## src/rtl/layer0_input_packer_pkg.sv

```systemverilog
// Shared constants, state encoding and the feature quantisation function for
// the layer-0 input packer and its testbench model.
package layer0_input_packer_pkg;

  localparam int NUM_FEATURES = 32;
  localparam int IN_W         = 16;
  localparam int Q_BITS       = 2;
  localparam int FRAC_SHIFT   = 10;

  localparam int VEC_W = NUM_FEATURES * Q_BITS;
  localparam int IDX_W = $clog2(NUM_FEATURES);
  localparam int Q_MAX = 2 ** (Q_BITS - 1) - 1;
  localparam int Q_MIN = -(2 ** (Q_BITS - 1));

  typedef enum logic [1:0] {
    COLLECT,
    FULL,
    DISCARD
  } state_e;

  // Shift to the code scale, saturate, then offset into unsigned binary.
  function automatic logic [Q_BITS-1:0] quantize(input logic signed [IN_W-1:0] feature);
    int shifted;
    int clamped;
    shifted = int'(feature >>> FRAC_SHIFT);
    if (shifted > Q_MAX)      clamped = Q_MAX;
    else if (shifted < Q_MIN) clamped = Q_MIN;
    else                      clamped = shifted;
    return Q_BITS'(clamped - Q_MIN);
  endfunction

endpackage

```

## src/rtl/layer0_input_packer_quantizer.sv

```systemverilog
// Purely combinational quantiser: one signed feature in, one offset-binary code out.
module layer0_feature_quantizer
  import layer0_input_packer_pkg::*;
(
  input  logic [IN_W-1:0]   feature_i,
  output logic [Q_BITS-1:0] code_o
);

  assign code_o = quantize(feature_i);

endmodule

```

## src/rtl/layer0_input_packer.sv

```systemverilog
// Collects one quantised feature per beat into a shadow buffer and presents the
// completed vector to layer 0, dropping frames whose length is wrong.
module layer0_input_packer
  import layer0_input_packer_pkg::*;
(
  input  logic             clk,
  input  logic             rst,
  input  logic             in_valid,
  output logic             in_ready,
  input  logic [IN_W-1:0]  in_data,
  input  logic             in_last,
  output logic             out_valid,
  input  logic             out_ready,
  output logic [VEC_W-1:0] out_data,
  output logic             frame_err,
  output logic [15:0]      frame_cnt
);

  state_e             state_q;
  logic [IDX_W-1:0]   idx_q;
  logic [VEC_W-1:0]   shadow_q;
  logic [VEC_W-1:0]   shadow_d;
  logic [VEC_W-1:0]   out_data_q;
  logic               out_valid_q;
  logic               frame_err_q;
  logic [15:0]        frame_cnt_q;
  logic [Q_BITS-1:0]  code;
  logic               beat;
  logic               at_last_slot;

  layer0_feature_quantizer u_quant (
    .feature_i (in_data),
    .code_o    (code)
  );

  assign in_ready     = (state_q != FULL);
  assign beat         = in_valid & in_ready;
  assign at_last_slot = (idx_q == IDX_W'(NUM_FEATURES - 1));

  // Buffer with the current beat merged in, so the final beat lands in out_data directly.
  always_comb begin
    shadow_d = shadow_q;
    shadow_d[idx_q*Q_BITS +: Q_BITS] = code;
  end

  // NOTE: the shadow buffer carries no reset; every slot is rewritten before a
  // frame can complete, so stale contents never reach out_data.
  always_ff @(posedge clk) begin
    if (beat && state_q == COLLECT) shadow_q <= shadow_d;
  end

  // NOTE: sequential state uses non-blocking assignment only, so every branch
  // below sees the pre-edge value of each register.
  always_ff @(posedge clk or posedge rst) begin
    if (rst) begin
      state_q     <= COLLECT;
      idx_q       <= '0;
      out_valid_q <= 1'b0;
      out_data_q  <= '0;
      frame_err_q <= 1'b0;
      frame_cnt_q <= '0;
    end else begin
      frame_err_q <= 1'b0;
      case (state_q)
        COLLECT: begin
          if (beat) begin
            if (!at_last_slot) begin
              if (in_last) begin
                frame_err_q <= 1'b1;
                idx_q       <= '0;
              end else begin
                idx_q <= idx_q + IDX_W'(1);
              end
            end else begin
              idx_q <= '0;
              if (in_last) begin
                out_data_q  <= shadow_d;
                out_valid_q <= 1'b1;
                state_q     <= FULL;
              end else begin
                frame_err_q <= 1'b1;
                state_q     <= DISCARD;
              end
            end
          end
        end
        FULL: begin
          if (out_ready) begin
            out_valid_q <= 1'b0;
            frame_cnt_q <= frame_cnt_q + 16'd1;
            state_q     <= COLLECT;
          end
        end
        DISCARD: begin
          if (beat && in_last) begin
            idx_q   <= '0;
            state_q <= COLLECT;
          end
        end
        default: state_q <= COLLECT;
      endcase
    end
  end

  assign out_valid = out_valid_q;
  assign out_data  = out_data_q;
  assign frame_err = frame_err_q;
  assign frame_cnt = frame_cnt_q;

endmodule

```

## config.mk

```make
export PLATFORM = sky130hd
export DESIGN_NAME = layer0_input_packer
export DESIGN_NICKNAME = d
export VERILOG_FILES = /design/src/rtl/layer0_input_packer_pkg.sv /design/src/rtl/layer0_input_packer_quantizer.sv /design/src/rtl/layer0_input_packer.sv
export SDC_FILE = /design/constraint.sdc
export NUM_CORES = 1
export LEC_CHECK = 0
export CORE_ASPECT_RATIO = 0.9
export CORE_MARGIN = 1.5
export CORE_UTILIZATION = 47
export DETAILED_ROUTE_END_ITERATION = 7
export PLACE_DENSITY = 0.86
export SYNTH_ARGS = -nofsm -noshare
export SYNTH_HDL_FRONTEND = slang
export SYNTH_SLANG_ARGS = --single-unit
```

## constraint.sdc

```tcl
create_clock -name clk -period 4.6 [get_ports clk]
set_clock_uncertainty 0.2 [all_clocks]
set_input_delay 0.92 -clock clk [delete_from_list [all_inputs] [get_ports clk]]
set_output_delay 0.92 -clock clk [all_outputs]
set_load 0.005 [all_outputs]
```

After elaboration in Yosys (flattened, before gate mapping)
Cells that the tools add are included.
{ "classes": {"n_addsub": 4, "magnitude_cmp": 2, "eq_ne": 9, "shift": 2, "n_mux": 24, "bitwise": 1, "reduce_logical": 10} }
{ "op_table": {"columns": ["cell", "count"], "rows": [
  ["64-bit bitwise mux", 1],
  ["2-bit by 34-bit variable shift with 64-bit output, first input constant", 1],
  ["2-bit by 34-bit variable part select with 64-bit output", 1],
  ["6-bit negation with 34-bit output", 1],
  ["5-bit 2-to-1 mux", 4],
  ["16-bit by 1-bit adder with 16-bit output, second input constant", 1],
  ["2-bit 2-to-1 mux", 7],
  ["2-bit inequality test, second input constant", 5],
  ["5-bit case mux with 2 select lines", 1],
  ["1-bit 2-to-1 mux", 9],
  ["4-bit AND reduction", 2],
  ["6-bit by 2-bit greater-than comparator with 1-bit output, second input constant", 1],
  ["6-bit by 2-bit < comparator with 1-bit output, second input constant", 1],
  ["2-bit case mux with 3 select lines", 1],
  ["5-bit by 1-bit adder with 5-bit output, second input constant", 1],
  ["5-bit equality test, second input constant", 1],
  ["5-bit AND reduction", 1],
  ["2-bit nonzero test", 2],
  ["3-bit AND reduction", 1],
  ["2-bit by 1-bit equality test with 1-bit output, second input constant", 1],
  ["2-bit equality test, second input constant", 1],
  ["1-bit logical AND", 2],
  ["2-bit logical NOT", 1],
  ["2-bit by 1-bit inequality test with 1-bit output, second input constant", 1],
  ["4 further kinds", 4]
]} }
{ "totals": {"regBits": 153, "in_bits": 21, "out_inout_bits": 83, "word_cells": 59} }

Depth between registers and ports, before layout
{ "depth": {"word_depth": 6, "mapped_depth": 11} }

Hierarchy
From an unflattened synthesis, not the netlist that was laid out.
{ "unflattened": {"hier_cells": 662, "hier_area_um2": 7538.5} }
{ "modules_own_cells": {"columns": ["mod", "instances", "cells_per_inst", "area_each_um2", "seq_area_each_um2"], "rows": [
  ["layer0_input_packer", 1, 657, 7511.0, 4149.0],
  ["layer0_feature_quantizer", 1, 5, 27.5, 0.0]
]} }

Worst setup path before layout
No wires, ideal clock.
{ "synth_path": {"path_type": "input to register", "startpoint": "input port in_valid", "endpoint": "register out_data_q[12], in the netlist out_data[12]", "arrival_ns": 5.028, "required_time_ns": 4.275, "slack_ns": -0.752, "stages": 6, "n_path_buf": 2, "cell_sequence": "nand2b_1 nor2_1 nand2_1 clkbuf_1 clkbuf_1 mux2_2"} }
{ "synth_between": {"elab_chain_len": 2} }
{ "synth_rtl": {"columns": ["item", "line_no", "source"], "rows": [
  ["start, declared", "layer0_input_packer.sv:8", "input logic in_valid,"],
  ["1-bit AND", "layer0_input_packer.sv:37", "assign beat = in_valid & in_ready;"],
  ["4-bit AND reduction (no line)", null, null],
  ["end signal, assigned", "layer0_input_packer.sv:77", "out_data_q <= shadow_d;"],
  ["end, declared", "layer0_input_packer.sv:23", "logic [VEC_W-1:0] out_data_q;"]
]} }
No other way between the ends.
A chain may end at the register's enable or synchronous reset.

Worst setup path after layout
{ "layout_path": {"startpoint": "register idx_q[0]", "endpoint": "register out_data_q[59], in the netlist out_data[59]"} }
{ "layout_between": {"elab_chain_len": 3, "elab_cells_between_ends": 6} }
{ "layout_rtl": {"columns": ["item", "line_no", "source"], "rows": [
  ["start, declared", "layer0_input_packer.sv:20", "logic [IDX_W-1:0] idx_q;"],
  ["start signal, assigned", "layer0_input_packer.sv:72", "idx_q <= idx_q + IDX_W'(1);"],
  ["6-bit negation with 34-bit output *", "layer0_input_packer.sv:43", "shadow_d[idx_q*Q_BITS +: Q_BITS] = code;"],
  ["2-bit by 34-bit variable part select with 64-bit output / 2-bit by 34-bit variable shift with 64-bit output (equally long branches)", "layer0_input_packer.sv:43", null],
  ["64-bit bitwise mux *", "layer0_input_packer.sv:43", null],
  ["via shadow_d[59]", "layer0_input_packer.sv:22", "logic [VEC_W-1:0] shadow_d;"]
]} }
Mark *: on every way through the listed nets, which the timed path passes. The rest lies on a longest branch.

==> key figures <==
Placed design
  – Placed inst area: 0.00796 mm²
  – PortBufs: 93
  – Placed cell count: 770
  – Final GP Congestion: 0.822
  – DPL Wire Length: 9860 µm

CTS
  – Clk slew on worst S/H paths: 0.06 ns
  – CTS root buf: clkbuf_16
  – Post-CTS Setup Inserts: 0
  – Clock sink count: between 150 and 200
  – CTS max path bufs: 2
  – Post-CTS Resized: 0
  – Clk_lat worst skew: around 0.42 ns
  – Hold Buf Count CTS: 0
  – CTS HTree Levels: 4
  – TritonCTS Buffers: 17
  – CTS tree: done

Global routing
  – Largest net degree at the start of global routing: 69
  – First-pass GRT wire length: 22900 µm
  – Vias in the first global route: ~4500
  – Grt total ovfl: 0
  – Initial antenna violation count: 0
  – Total GRT Usage: 0.196

Timing
  – Fin Setup TNS: 0 ns
  – RSZ-0062 raised after global routing: false
  – Final setup viols: 0
  – Final Hold Viols: 0
  – Hold_ws: 0.285 ns
  – Post-layout min period: 3.75 ns
  – Period utilization: 0.815
  – Max Slew Vio Count: 0
  – Max transition margin: 0.426
  – Fmax: 267 MHz
  – Slew @ Worst Pin: 0.859 ns

Synthesis
  – Yosys cell types: 48
  – Synth Area per Inst: 13.8 µm²
  – Syn_nets: 522
  – Post-synthesis sequential area ratio: 0.608
  – Syn Std Cell Area: 0.00682 mm²
  – Post-synth top flop: dfrtp_1
  – Async SR Flop Fraction: 0.582
  – Number of synthesized flops with an enable pin: 64
  – Yosys warns: 0
  – Mapped Cells: 496
  – FF+latch count, synth: 153

Critical path
  – CP Launch Type: flip-flop
  – CP arrival: 3.86 ns
  – Setup Crit Path Kind: reg2reg
  – Critical Path RT: around 4.7 ns
  – Crit end category: flip-flop
  – Critical Path Fanout Max: 16

Floorplanning
  – Die width: roughly 130 µm
  – Die area: between 0.015 and 0.02 mm²
  – Die Y: 117 µm
  – Row cnt: 41
  – Core ar.: about 0.014 mm²
  – Initial core utilization: 0.484
  – I/O pin count: 104

Cells and area
  – Layout area overhead: 24.8%
  – Layout cell share with drive strength beyond 1: 0.264
  – Number of diodes: 0
  – Final instance area: ~0.0085 mm²
  – Most frequent cells in the layout: mux2_2, clkdlybuf4s50_1, dfrtp_1, edfxtp_1, nand2_1
  – Final std cells w/o fill: 802
  – Most common cell after layout, fill and taps aside: mux2_2
  – Nets: 622

Detailed routing
  – Routed wl met2: 7000 µm
  – DRT antenna net count: 0
  – DR pass1 iterations: 6
  – Max layer used: met4
  – Total vias in the final route: roughly 4500
  – Metal-1 WL: 6190 µm
  – DRT Wirelength: 14200 µm
  – Wire length per cell: about 18 µm
  – Remaining DRCs: 0
  – Detailed-route vias per instance: 5.60
  – DRT iter0 DRCs: 214
  – Met3 wire len: between 600 and 700 µm

Min path
  – Worst Hold Class: reg2reg

Power and ir drop
  – P_leak: 3.60 nW
  – Power Density: 356 mW/mm²
  – VDD IR max: 0.301 mV

Job
  – Maxcap violations: 0

Run status
  – Status: complete, no violations
flip-flops by register name (all words and copies together) (netlist names):
| register | count |
|---|---|
| out_data | 64 |
| shadow_q | 64 |
| frame_cnt | 16 |
| idx_q | 5 |
| state_q | 2 |
| frame_err | 1 |
| out_valid | 1 |
power breakdown:
part | leakage (nW) | switching [mW] | internal (mW) | total, mW
Sequential | 1.87 | 0.0232 | 1.47 | 1.50
Combinational | 1.46 | 0.160 | 0.0887 | 0.248
Clock | 0.278 | 0.575 | 0.715 | 1.29
final timing paths:
| check | endpoint | slack, ns | cells after the start | start |
|---|---|---|---|---|
| worst min-delay path | frame_cnt[15] | 0.28 | 1 | frame_cnt[15] |
| min in group asynchronous | out_data[59] | 0.59 | 2 | rst |
| worst min register to register | frame_cnt[15] | 0.28 | 1 | frame_cnt[15] |
| worst max-delay path | out_data[59] | 0.85 | 10 | idx_q[0] |
| worst max register to register | out_data[59] | 0.85 | 10 | idx_q[0] |
| max in group asynchronous | frame_cnt[4] | 2.78 | 3 | rst |
metal layers:
| metal | vias to the layer above | global-route usage |
|---|---|---|
| li1 | 2030 | - |
| met1 | 2290 | 0.258 |
| met2 | 144 | 0.305 |
| met3 | 26 | 0.0538 |
| met4 | 0 | 0.0792 |
| met5 | - | 0 |
critical path: stages (launching register included):
cell      delay (ns)
dfrtp_1         0.65
inv_1           0.15
ha_1            0.30
nand2b_1        0.15
nor2_1          0.06
ha_1            0.36
or3b_1          0.39
mux2i_1         0.49
and3_1          0.31
mux2_4          0.32
mux2_2          0.26
synth_stat cells (9+ instances only):
| library cell | n | area, µm² |
|---|---|---|
| mux2_2 | 98 | 1100 |
| dfrtp_1 | 89 | 2230 |
| edfxtp_1 | 64 | 1920 |
| nand2_1 | 33 | 124 |
| nand3_1 | 27 | 135 |
| nor2_1 | 17 | 63.8 |
| o21ai_0 | 17 | 85.1 |
| inv_1 | 12 | 45.0 |
| xnor2_1 | 12 | 105 |
| mux2_4 | 10 | 150 |
| nor3_1 | 9 | 45.0 |
through the flow:
| step | worst slack [ns] | power, mW | util |
|---|---|---|---|
| finish | 0.849 | 3.03 | 0.604 |
| global route | 0.611 | 3.14 | 0.604 |
| CTS | 0.849 | 3.05 | 0.604 |
| detailed placement | 0.890 | 1.77 | 0.564 |
| global placement | 0.973 | 1.75 | 0.564 |
| floorplan | 0.425 | 1.70 | - |
cell families after synthesis:
group / Yosys count / share of synthesized area
fa+ha+maj: 5 / 0.00917
xor+xnor: 17 / 0.0218
compound gates: 43 / 0.0409
simple gates: 133 / 0.105
mux: 116 / 0.195
flops: 153 / 0.608
buf+inv: 29 / 0.0202
cell type report:
class,count,area (µm²)
fillers,1071,5590
inverters,13,50.0
well taps,193,241
multi-input cells,314,2550
flip-flops and latches,153,4150
clock buffers,18,439
repair buffers,97,973
clock inverters,14,119
Power figures use the tool's default switching activity.
==> edit (same settings) <==
The 3 states of `state_e` get a one-hot encoding in 3 bits.
--- a/src/rtl/layer0_input_packer_pkg.sv
+++ b/src/rtl/layer0_input_packer_pkg.sv
@@ -13,8 +13,8 @@
   localparam int Q_MIN = -(2 ** (Q_BITS - 1));
 
-  typedef enum logic [1:0] {
-    COLLECT,
-    FULL,
-    DISCARD
+  typedef enum logic [2:0] {
+    COLLECT = 3'b001,
+    FULL    = 3'b010,
+    DISCARD = 3'b100
   } state_e;
 
Formal check against the unedited RTL: no difference found for any inputs over 4 cycles, from zero or initial values and one cycle with rst high; so few cycles prove little.
==> edit against the unedited design <==
- cell area up 3.0%
- power rose by 5.3%
- worst setup slack improved by 54 ps
- sequential cell count rose by 1
- routed wire length is 5.4% higher
- fmax grew 1.5%
- synthesized cell count grew 8.5%
- area after synthesis rose by 3.1%
==> edit: results (changes against the unedited design) <==
Synth
  – Post-synthesis mux area share: 18.53% (-1.0 points)
  – Post-synth top cells: 114 x mux2_2, 89 x dfrtp_1, 64 x edfxtp_1, 36 x nor2_1, 30 x nand2_1
  – Sequential-to-total area share from yosys stat: 59.36% (-1.4 points)
  – Yosys cell types: 50 (+4.2%)
  – Adder-cell share of the synthesized area: 0.8894% (-0.027 points)
  – Syn Nets: 564 (+8.0%)
  – Share of flip-flops with an asynchronous set or reset: 58.44% (+0.27 points)
  – XOR/XNOR Fraction of Synth Area: 2.366% (+0.18 points)
  – Post-synthesis compound-gate area fraction: 4.358% (+0.27 points)

Setup path
  – CP arrival: 3810 ps (-50 ps)
  – CP max FO: 12 (-4)
  – Slowest stage cell, crit path: nor4_1
  – Crit path largest cell delay: 460 ps (-190 ps)
  – Cell family with most CP delay: simple AND/OR/NAND/NOR gates
  – Reg2reg path depth: 9 (-1)

Power and ir drop
  – P_leak: 3.594 nW (-0.20%)
  – Peak VDD IR: 0.2463 mV (-18%)
  – Cell-internal power: 2.433 mW (+6.9%)

Run status
  – Status: finished, final reports clean

Drt
  – Routed vias: 4702 (+4.7%)
  – Routed len/inst: 17.76 um (+0.51%)
  – Initial drt markers: 376 (+76%)

Final layout
  – Share of layout cells above drive strength 1: 25.51% (-0.93 points)
  – Fillers: 1089 (+1.7%)

Global route
  – Vias in the first global route: 4763 (+5.3%)
  – Largest net degree at the start of global routing: 69 (unchanged)
  – GRT Resource Usage Total: 19.76% (+0.19 points)

Placement
  – GPL Wtd Cong: 0.8766 (+6.6%)
  – Post-DP HPWL: 10220 um (+3.7%)

Clock tree
  – Post_cts resized: 0 (unchanged)

Timing
  – Slew at the pin closest to its max-slew limit: 987.0 ps (+127.7 ps)

Worst hold path
  – Hold Crit Depth: 2 (+1)
## edit: cell types whose count changed after synthesis, moves of 6 or more
cell and change:
buf_2 +7, nand3_1 -9, mux2_4 -10, nor2_1 +19
mux2_2 +16, nor3_1 +11, mux2i_1 -6
## edit: worst paths after layout
check / from / end / slack, ps
worst min register to register: out_data[1] / out_data[1] / 270
min in group asynchronous: rst / out_data[53] / 590
worst max-delay path: idx_q[0] / out_data[25] / 900
worst min-delay path: out_data[1] / out_data[1] / 270
max in group asynchronous: rst / out_data[23] / 2970
worst max register to register: idx_q[0] / out_data[25] / 900
## edit: cell type report
type | count | area, sq um | area share (%)
Sequential cell | 154 | 4175 | 47.59
Multi-Input combinational cell | 345 | 2684 | 30.59
Timing Repair Buffer | 101 | 1023 | 11.67
Clock buffer | 18 | 429.2 | 4.892
Tap cell | 198 | 247.7 | 2.824
Clock inverter | 13 | 167.7 | 1.911
Inverter | 12 | 46.29 | 0.5277
## edit: cell families (layout without fill, tap and decap cells)
group                    after synthesis  in the layout
AND/OR/NAND/NOR                      160            160
multiplexers                         116            116
adder cells (fa/ha/maj)                5              5
buffers and inverters                 39            144
AO/OA/AOI/OAI                         45             45
XOR/XNOR                              19             19
flip-flops                           154            154
## edit: through the flow
stage	std cells	instance area, sq um	setup slack (ps)	power (mW)	util [%]
after detailed placement	809	8149	943.6	1.804	55.58
after floorplan	538	7034	234.1	1.726	-
after CTS	840	8746	970.1	3.216	59.65
after global routing	841	8773	785.7	3.302	59.84
after global placement	809	8149	996.3	1.793	55.58
final	841	8773	903.3	3.194	59.84
## edit: routing by layer
layer | GRT usage (%) | part of all wire [%]
met1 | 26.49 | 45
met4 | 6.250 | 1.1
met5 | 0 | 0
met2 | 31.71 | 48
met3 | 4.938 | 5.9
## edit: power by group through the flow
| stage | clock network (mW) | logic (mW) | registers (mW) |
|---|---|---|---|
| floorplan | 0 | 0.208 | 1.52 |
| global placement | 0 | 0.271 | 1.52 |
| detailed placement | 0 | 0.279 | 1.52 |
| CTS | 1.44 | 0.281 | 1.50 |
| global route | 1.49 | 0.313 | 1.50 |
| finish | 1.41 | 0.286 | 1.50 |
## edit: worst min-delay path, delay by kind of cell (launching register included)
family | cells | cell delay [ps]
DFF | 1 | 340
and+or+nand+nor | 2 | 100
